<file path="config.mk">
export PLATFORM = sky130hd
export DESIGN_NAME = commit_arb
export DESIGN_NICKNAME = d
export VERILOG_FILES = /design/src/rtl/commit_arb_pkg.sv /design/src/rtl/commit_oldest_sel.sv /design/src/rtl/commit_arb.sv
export SDC_FILE = /design/constraint.sdc
export NUM_CORES = 1
export LEC_CHECK = 0
export BUFFER_PORTS_ARGS = -buffer_cell sky130_fd_sc_hd__buf_2
export CAP_MARGIN = 20
export CORE_MARGIN = 1
export CORE_UTILIZATION = 50
export CTS_CLUSTER_SIZE = 14
export DETAILED_ROUTE_END_ITERATION = 16
export GPL_ROUTABILITY_DRIVEN = 0
export HOLD_SLACK_MARGIN = 0.03
export PLACE_DENSITY_LB_ADDON = 0.2
export SETUP_SLACK_MARGIN = 0.3
export SYNTH_ARGS = -nofsm -noshare
export SYNTH_HDL_FRONTEND = slang
export SYNTH_HIERARCHICAL = 1
export SYNTH_SLANG_ARGS = --single-unit
</file>
<file path="constraint.sdc">
create_clock -name clk -period 43.9 [get_ports clk]
set_input_delay 6.585 -clock clk [delete_from_list [all_inputs] [get_ports clk]]
set_output_delay 6.585 -clock clk [all_outputs]
set_load 0.05 [all_outputs]
</file>
<file path="src/rtl/commit_arb_pkg.sv">
// Shared types and helpers for the commit arbiter: buffered result entry,
// source indices and the wrap-safe timestamp age compare.
`ifndef COMMIT_ID_WIDTH
`define COMMIT_ID_WIDTH 6
`endif
`ifndef REG_ADDR_WIDTH
`define REG_ADDR_WIDTH 5
`endif

package commit_arb_pkg;
  localparam int PKG_NUM_SRC = 4;
  localparam int PKG_CID_W   = `COMMIT_ID_WIDTH;
  localparam int PKG_RA_W    = `REG_ADDR_WIDTH;
  localparam int PKG_RD_W    = 32;
  localparam int PKG_TS_W    = 32;

  localparam int SRC_ALU = 0;
  localparam int SRC_MUL = 1;
  localparam int SRC_DIV = 2;
  localparam int SRC_LSU = 3;

  typedef struct packed {
    logic [PKG_CID_W-1:0] cid;
    logic                 rd_we;
    logic [PKG_RA_W-1:0]  rd_addr;
    logic [PKG_RD_W-1:0]  rd_data;
    logic [PKG_TS_W-1:0]  ts;
  } commit_entry_t;

  // Modular difference: a negative result means a was issued before b.
  function automatic logic ts_older(input logic [PKG_TS_W-1:0] a,
                                    input logic [PKG_TS_W-1:0] b);
    logic [PKG_TS_W-1:0] diff;
    diff = a - b;
    return diff[PKG_TS_W-1];
  endfunction
endpackage

</file>
<file path="src/rtl/commit_oldest_sel.sv">
// Combinational oldest-of-N selector over a valid mask; on equal timestamps
// the lower index wins because only strictly older entries replace the best.
module commit_oldest_sel
  import commit_arb_pkg::*;
#(
  parameter int NUM_SRC = PKG_NUM_SRC
) (
  input  logic [NUM_SRC-1:0] i_valid,
  input  commit_entry_t      i_entry [NUM_SRC],
  output logic [NUM_SRC-1:0] o_pick,
  output logic               o_any,
  output commit_entry_t      o_entry
);
  logic          w_found;
  commit_entry_t w_best;

  always_comb begin
    o_pick  = '0;
    w_found = 1'b0;
    w_best  = '0;
    for (int i = 0; i < NUM_SRC; i++) begin
      if (i_valid[i] && (!w_found || ts_older(i_entry[i].ts, w_best.ts))) begin
        w_found   = 1'b1;
        w_best    = i_entry[i];
        o_pick    = '0;
        o_pick[i] = 1'b1;
      end
    end
  end

  assign o_any   = w_found;
  assign o_entry = w_best;
endmodule

</file>
<file path="src/rtl/commit_arb.sv">
// Completion arbiter: one holding slot per execution unit, retires up to two
// results per cycle oldest first onto dual commit / register-file write ports.
module commit_arb
  import commit_arb_pkg::*;
#(
  parameter int NUM_SRC = PKG_NUM_SRC,
  parameter int CID_W   = `COMMIT_ID_WIDTH,
  parameter int RA_W    = `REG_ADDR_WIDTH,
  parameter int RD_W    = 32,
  parameter int TS_W    = 32
) (
  input  logic                    clk,
  input  logic                    rst,
  input  logic [NUM_SRC-1:0]      src_valid_i,
  output logic [NUM_SRC-1:0]      src_ready_o,
  input  logic [NUM_SRC*CID_W-1:0] src_commit_id_i,
  input  logic [NUM_SRC-1:0]      src_rd_we_i,
  input  logic [NUM_SRC*RA_W-1:0] src_rd_addr_i,
  input  logic [NUM_SRC*RD_W-1:0] src_rd_data_i,
  input  logic [NUM_SRC*TS_W-1:0] src_timestamp_i,
  output logic                    commit_valid_o,
  output logic [CID_W-1:0]        commit_id_o,
  output logic                    commit_valid2_o,
  output logic [CID_W-1:0]        commit_id2_o,
  output logic                    reg_we_o,
  output logic [RA_W-1:0]         reg_waddr_o,
  output logic [RD_W-1:0]         reg_wdata_o,
  output logic                    reg2_we_o,
  output logic [RA_W-1:0]         reg2_waddr_o,
  output logic [RD_W-1:0]         reg2_wdata_o
);
  commit_entry_t        r_slot [NUM_SRC];
  logic [NUM_SRC-1:0]   r_slot_valid;
  commit_entry_t        w_in [NUM_SRC];
  logic [NUM_SRC-1:0]   w_pick0, w_pick1_raw, w_pick1, w_selected, w_accept;
  logic                 w_any0, w_any1, w_conflict, w_do1;
  commit_entry_t        w_ent0, w_ent1;

  for (genvar gi = 0; gi < NUM_SRC; gi++) begin : g_unpack
    assign w_in[gi].cid     = src_commit_id_i[gi*CID_W +: CID_W];
    assign w_in[gi].rd_we   = src_rd_we_i[gi];
    assign w_in[gi].rd_addr = src_rd_addr_i[gi*RA_W +: RA_W];
    assign w_in[gi].rd_data = src_rd_data_i[gi*RD_W +: RD_W];
    assign w_in[gi].ts      = src_timestamp_i[gi*TS_W +: TS_W];
  end

  commit_oldest_sel #(.NUM_SRC(NUM_SRC)) u_sel0 (
    .i_valid (r_slot_valid),
    .i_entry (r_slot),
    .o_pick  (w_pick0),
    .o_any   (w_any0),
    .o_entry (w_ent0)
  );

  commit_oldest_sel #(.NUM_SRC(NUM_SRC)) u_sel1 (
    .i_valid (r_slot_valid & ~w_pick0),
    .i_entry (r_slot),
    .o_pick  (w_pick1_raw),
    .o_any   (w_any1),
    .o_entry (w_ent1)
  );

  // Two writes to the same architectural register in one cycle would race on
  // the register file, so the younger one waits a cycle.
  assign w_conflict = w_any0 && w_any1 && w_ent0.rd_we && w_ent1.rd_we &&
                      (w_ent0.rd_addr != '0) && (w_ent0.rd_addr == w_ent1.rd_addr);
  assign w_do1      = w_any1 && !w_conflict;
  assign w_pick1    = w_do1 ? w_pick1_raw : '0;
  assign w_selected = w_pick0 | w_pick1;

  assign src_ready_o = rst ? '0 : (~r_slot_valid | w_selected);
  assign w_accept    = src_valid_i & src_ready_o;

  always_ff @(posedge clk or posedge rst) begin
    if (rst) begin
      r_slot_valid <= '0;
      for (int i = 0; i < NUM_SRC; i++) r_slot[i] <= '0;
    end else begin
      for (int i = 0; i < NUM_SRC; i++) begin
        if (w_accept[i]) begin
          r_slot_valid[i] <= 1'b1;
          r_slot[i]       <= w_in[i];
        end else if (w_selected[i]) begin
          r_slot_valid[i] <= 1'b0;
        end
      end
    end
  end

  always_ff @(posedge clk or posedge rst) begin
    if (rst) begin
      commit_valid_o  <= 1'b0;
      commit_id_o     <= '0;
      reg_we_o        <= 1'b0;
      reg_waddr_o     <= '0;
      reg_wdata_o     <= '0;
      commit_valid2_o <= 1'b0;
      commit_id2_o    <= '0;
      reg2_we_o       <= 1'b0;
      reg2_waddr_o    <= '0;
      reg2_wdata_o    <= '0;
    end else begin
      commit_valid_o  <= w_any0;
      reg_we_o        <= w_any0 && w_ent0.rd_we && (w_ent0.rd_addr != '0);
      commit_valid2_o <= w_do1;
      reg2_we_o       <= w_do1 && w_ent1.rd_we && (w_ent1.rd_addr != '0);
      if (w_any0) begin
        commit_id_o <= w_ent0.cid;
        reg_waddr_o <= w_ent0.rd_addr;
        reg_wdata_o <= w_ent0.rd_data;
      end
      if (w_do1) begin
        commit_id2_o <= w_ent1.cid;
        reg2_waddr_o <= w_ent1.rd_addr;
        reg2_wdata_o <= w_ent1.rd_data;
      end
    end
  end
endmodule

</file>
# Yosys cells after proc, flatten, opt, wreduce, memory -nomap -nowiden
# Index checks and enable logic that the tools add are counted.
op_classes:
  addsub: 6
  n_mul: 0
  div_mod_pow: 0
  order_cmp: 0
  n_eq_ne: 1
  shifts: 0
  muxes: 34
  bitwise_logic: 6
  n_reduce_logical: 35
op_table:
  columns: ["cell", "count"]
  rows:
  - ["2-to-1 mux 76 bit", 8]
  - ["subtractor 32 bit", 6]
  - ["2-to-1 mux 4 bit", 8]
  - ["2-to-1 mux 1 bit", 18]
  - ["logical AND 1 bit", 16]
  - ["nonzero test 5 bit", 2]
  - ["AND 4 bit", 2]
  - ["inverter 4 bit", 2]
  - ["OR 4 bit", 2]
  - ["nonzero test 2 bit", 4]
  - ["logical NOT 1 bit", 7]
  - ["logical OR 1 bit", 6]
  - ["equality test 5 bit", 1]
totals:
  regBits: 398
  latchBits: 0
  ram_bits: 0
  rom_bits: 0
  in_bits: 310
  out_inout_bits: 94
  word_cells: 116
  n_memories: 0

# Logic depth before layout (Yosys ltp)
# Gate-level depths: netlist of the first run.
depth:
  ltp_word: 41
  mapped_depth: 104
  mapped_depth_nobuf: 83

# Modules after synthesis
# The synthesis of the first run kept the hierarchy.
modules_own_cells:
  columns: ["mod", "n_inst", "cells_per_inst", "area_per_inst_um2", "seq_area_each_um2"]
  rows:
  - ["commit_arb", 1, 2002, 19610.1, 9959.6]
  - ["commit_oldest_sel (u_sel1)", 1, 791, 5191.2, 0.0]
  - ["commit_oldest_sel (u_sel0)", 1, 833, 4981.0, 0.0]

# Worst setup path after synthesis of the first run
# OpenSTA, ideal clock, no wires.
synth_path:
  path_type: "register -> output"
  start: "register r_slot_valid[0]"
  end: "output src_ready_o[0]"
  arrival_ps: 19701
  required_ps: 37315
  setup_slack_ps: 17614
  stages_incl_launch_ff: 97
  n_path_buf: 21
  path_cell_list: "dfrtp_1 clkbuf_1 clkbuf_1 clkbuf_1 buf_1 nand2_1 ha_1 nand4_1 or3_1 o32ai_1 o21ai_2 a2111oi_4 buf_6 clkbuf_1 nor2_1 a21oi_1 ha_1 a221o_1 [61 not listed] nand2b_1 a21oi_1 nor2b_1 o21ai_0 nand2b_1 a211oi_1 nor2b_1 nor3_1 o311a_1 o311ai_4 buf_2 mux2_1 xnor2_1 nand4_1 o31ai_2 buf_2 buf_2 o22ai_1"
synth_lines:
  columns: ["element", "line_no", "rtl"]
  rows:
  - ["start, declared", "commit_arb.sv:33", "logic [NUM_SRC-1:0] r_slot_valid;"]
  - ["start signal, assigned", "commit_arb.sv:76", "r_slot_valid <= '0;"]
  - ["start signal, assigned by index", "commit_arb.sv:81", "r_slot_valid[i] <= 1'b1;"]
  - ["start signal, assigned by index", "commit_arb.sv:84", "r_slot_valid[i] <= 1'b0;"]
  - ["end, declared", "commit_arb.sv:15", "output logic [NUM_SRC-1:0] src_ready_o,"]

==> metrics.cfg, run 1 <==
[grt]
grt_usage_pct = 35.5
grt-ovfl-total = 0
grt_max_degree = 231
antenna_found_initial = 17
grt_pass1_wl_um = 165000
grt_pass1_vias = 27600

[die]
core_mm2 = 0.0568
chipHeight_um = 243
num_rows = 87
io_pins = 404
dieArea_mm2 = 0.0589
dieWidth_um = 243
start_util_pct = 50.9

[timing]
fmax_mhz = 33.9
holdWs_ps = 498
setup_viol = 0
finalHoldViolCount = 0
fin_skew_ps = 19.3
tns_ps = 0
rsz0062_at_grt = false
drv_slew = 0
worst_slew_pin_slew_ps = 1240
slew_headroom_pct = 17.0
finalCriticalPeriod_ps = 29480
fin_crit_sh_pct = 67.2

[detailed_routing]
totalWireLength_um = 108000
routed_via_density = 6.67
ant_nets = 0
drc = 0
drt-wirelength-per-cell_um = 24.5
drt_iter0_drc = 3464
dr.pass1.iters = 6
num_vias = 29400

[synth]
yosysWarnings = 6
avgSynthCellArea_um2 = 8.31
syn_area_mm2 = 0.0289
synth_nets = 3965
synth_cells = 3483

[worst_setup_path]
r2r_start = r_slot_valid[0]
worst_path_max_delay_cell = buf_4
path_class = flop to output pin
arrival_ps = 22900
r2r_cells = 75
r2r_slack_ps = 20870
cp_slowest_stage_delay_ps = 870
crit_path_max_fanout = 104
end_kind = output pin
regToRegEndpoint = r_slot[111]
worst_setup_path_start_kind = flop
required_ps = 37310
path_common_cell = o21ai_0

[clock_tree]
numCtsBuffers = 45
cts-hold-fix-buffers = 0
cts_buffer_depth = 3
htreeDepth = 2
cts_root_buf = clkbuf_16
cts_resized = 0
cts_sinks = 398
clk_pin_slew_worst_paths_ps = 60
insertion_delay_ps = 600
post_cts_buffers = 0
cts_tree = built

[worst_hold_path]
min_to = reg_wdata_o[14]
hold_path_depth = 1
min_from = reg_wdata_o[14]
hold_path_class = flop to flop

[finish]
multi_input_area_mm2 = 0.0174
final_common_cell = nand2_1
ff_latch_area_mm2 = 0.00996
layout-drive-gt1-share_pct = 17.9
mostFrequentLayoutCells = nand2_1 (948), buf_2 (403), dfrtp_1 (396)
fin_nets = 4102
fillers = 5226
area_growth_pct = 11.8

[place]
dp_hpwl_um = 68200
port_buffers = 403

[job]
maxCapViolCount = 0

[outcome]
status = finished, final reports clean

==> registers in the layout (all words and copies together), names as in the netlist <==
signal	cells
reg2_wdata_o	32
commit_id_o	6
reg_waddr_o	5
commit_id2_o	6
r_slot_valid	4
commit_valid_o	1
reg2_we_o	1
commit_valid2_o	1
reg2_waddr_o	5
reg_we_o	1
reg_wdata_o	32
r_slot	304
==> stage by stage <==
stage / instance area (um^2) / utilization, % / instances / setup slack [ps]
6_report: 32300 / 56.9 / 4416 / 14420
2_1_floorplan: 28900 / - / 3483 / 17840
3_5_place_dp: 30800 / 54.2 / 4327 / 15470
5_1_grt: 32300 / 56.9 / 4411 / 12790
3_3_place_gp: 30800 / 54.2 / 4327 / 15910
4_1_cts: 32300 / 56.8 / 4404 / 14810
==> critical path, delay by kind of cell, from the launching register on <==
kind	cells	cell delay [ps]
AO/OA/AOI/OAI	34	7440
flip-flops	1	670
multiplexers	2	1000
AND/OR/NAND/NOR	24	5520
XOR/XNOR	2	510
adder cells (fa/ha/maj)	6	1960
buffers and inverters	9	4990
==> cell type report <==
class                   count  area share [%]
diodes                     10          0.0774
clock buffers              65            4.12
multi-input cells        2694            53.9
inverters                  43           0.522
well taps                 756            2.92
flip-flops and latches    398            30.8
repair buffers            438            7.30
clock inverters            12           0.375
==> metal layers <==
layer | part of all wire [%] | GRT usage, %
met1 | 41 | 49.1
met2 | 44 | 53.1
met3 | 11 | 8.95
met4 | 3.7 | 14.2
met5 | 0.068 | 0
==> how the worst max path moves through the flow <==
stage,depth (start not counted),from,slack (ps),endpoint
2_1_floorplan,97,r_slot_valid[0],17840,src_ready_o[0]
3_3_place_gp,75,r_slot_valid[0],15910,src_ready_o[0]
6_report,77,r_slot_valid[0],14420,src_ready_o[0]
3_5_place_dp,74,r_slot_valid[0],15470,src_ready_o[0]
5_1_grt,78,r_slot_valid[0],12790,src_ready_o[0]
4_1_cts,74,r_slot_valid[0],14810,src_ready_o[0]
Power of run 1 is left out: the tool's default activity adds up to more than one toggle a clock period on the data nets, which glitch-free logic cannot reach.
==> inputs of run 2 (changes only) <==
- clock period: 43.9 -> 24.5 ns (I/O delays scaled with it)
==> metrics.cfg, run 2 (synthesis results as in run 1) <==
[worst_hold_path]
min_from = reg_wdata_o[15]
hold_path_depth = 1  ; unchanged
hold_path_class = flop to flop
min_to = reg_wdata_o[15]

[timing]
finalHoldViolCount = 0  ; unchanged
worst_slew_pin_slew_ps = 1500  ; +257 ps
slew_headroom_pct = -0.0871  ; -17 points
tns_ps = 0  ; unchanged
drv_slew = 7  ; +7
fmax_mhz = 43.1
rsz0062_at_grt = false
finalCriticalPeriod_ps = 23200
fin_skew_ps = 33.8  ; +14.5 ps
setup_viol = 0  ; unchanged
fin_crit_sh_pct = 94.7

[detailed_routing]
drt_iter0_drc = 3611  ; +4.2%
dr.pass1.iters = 6  ; unchanged
routed_via_density = 6.70  ; +0.45%
drc = 0  ; unchanged
num_vias = 29800  ; +1.2%
ant_nets = 0  ; unchanged
drt-wirelength-per-cell_um = 24.8  ; +1.2%
totalWireLength_um = 110000  ; +1.9%

[worst_setup_path]
r2r_cells = 76  ; +1.3%
cp_slowest_stage_delay_ps = 620  ; -250 ps
regToRegEndpoint = r_slot[3]
crit_path_max_fanout = 51  ; -51%
path_class = flop to output pin
worst_setup_path_start_kind = flop
end_kind = output pin
required_ps = 20820  ; -16490 ps
worst_path_max_delay_cell = or4_1
arrival_ps = 19520  ; -3380 ps
path_common_cell = ha_1
r2r_slack_ps = 4660  ; -16210 ps
r2r_start = r_slot_valid[0]

[die]
dieWidth_um = 243  ; unchanged
dieArea_mm2 = 0.0589  ; unchanged
start_util_pct = 50.9  ; unchanged
io_pins = 404  ; unchanged
chipHeight_um = 243  ; unchanged
core_mm2 = 0.0568  ; unchanged
num_rows = 87  ; unchanged

[grt]
grt_pass1_vias = 27700  ; +0.22%
grt_usage_pct = 35.9  ; +0.35 points
grt-ovfl-total = 0  ; unchanged
antenna_found_initial = 18  ; +1
grt_max_degree = 253  ; +9.5%
grt_pass1_wl_um = 166000  ; +0.84%

[clock_tree]
cts_sinks = 398  ; unchanged
clk_pin_slew_worst_paths_ps = 60  ; about the same
cts_tree = built
cts_buffer_depth = 3  ; unchanged
cts-hold-fix-buffers = 0  ; unchanged
htreeDepth = 2  ; unchanged
insertion_delay_ps = 610  ; about the same
cts_root_buf = clkbuf_16
numCtsBuffers = 46  ; +2.2%

[place]
port_buffers = 403  ; unchanged
dp_hpwl_um = 68800  ; +0.81%

[job]
maxCapViolCount = 0  ; unchanged

[finish]
fin_nets = 4128  ; +0.63%
largest_reg_flops = 304  ; unchanged
final_common_cell = nand2_1
area_growth_pct = 13.4
top_register = r_slot
mostFrequentLayoutCells = nand2_1 (948), buf_2 (403), dfrtp_1 (396)
layout-drive-gt1-share_pct = 18.8  ; +0.90 points
fillers = 5222  ; -0.077%
reg_top3 = r_slot (304), reg2_wdata_o (32), reg_wdata_o (32)

[outcome]
status = complete, but fails checks
violations = slew limit

run 2: final cells by class:
class / instances / area [um^2] / area share [%]
inverter: 43 / 169 / 0.515
antenna: 10 / 25.0 / 0.0763
clock inverter: 18 / 275 / 0.839
multi-input combinational: 2696 / 17500 / 53.3
timing repair buffer: 461 / 2580 / 7.87
tap: 756 / 946 / 2.88
sequential: 398 / 9960 / 30.4
clock buffer: 67 / 1350 / 4.11
run 2: metrics by stage:
stage | hold WS, ps | util [%] | setup WS, ps | instance area, um^2 | std cells
after CTS | 503 | 57.2 | 600 | 32500 | 4421
final | 500 | 57.7 | 1300 | 32800 | 4449
after global placement | 484 | 54.3 | 1610 | 30900 | 4336
after floorplan | 512 | - | 1350 | 28900 | 3483
after detailed placement | 488 | 54.3 | 1270 | 30900 | 4336
after global routing | 519 | 57.7 | 246 | 32800 | 4444
run 2: timing repair:
item / 4_1_cts / 5_1_grt
gates resized for setup: 0 / 19
setup buffers: 0 / 13
endpoints found under the hold margin: 0 / 0
setup endpoints to repair: 0 / 4
run 2: worst max-delay path by stage:
| stage | slack (ps) | depth (start not counted) | to | startpoint |
|---|---|---|---|---|
| finish | 1300 | 77 | src_ready_o[3] | r_slot_valid[0] |
| global route | 250 | 85 | src_ready_o[3] | r_slot_valid[0] |
| CTS | 600 | 80 | src_ready_o[3] | r_slot_valid[0] |
| detailed placement | 1270 | 80 | src_ready_o[3] | r_slot_valid[0] |
| global placement | 1610 | 79 | src_ready_o[3] | r_slot_valid[0] |
| floorplan | 1350 | 97 | src_ready_o[0] | r_slot_valid[0] |
run 2: per-layer routing:
metal	wire length, um	vias up	GRT usage, %
met4	3630	16	12.5
li1	-	13400	-
met1	45800	14500	50.0
met3	11700	251	8.77
met5	107	-	0
met2	48900	1717	54.1
run 2: worst max-delay path: cells and delay by family (launching register included):
family	cells	cell delay (ps)
AOI/OAI and AO/OA	32	7170
and+or+nand+nor	24	5360
buffers and inverters	10	2300
adders and majority gates	6	1790
muxes	3	1130
DFF	1	570
xor gates and xnor gates	2	520
Power of run 2 is left out for the same reason.
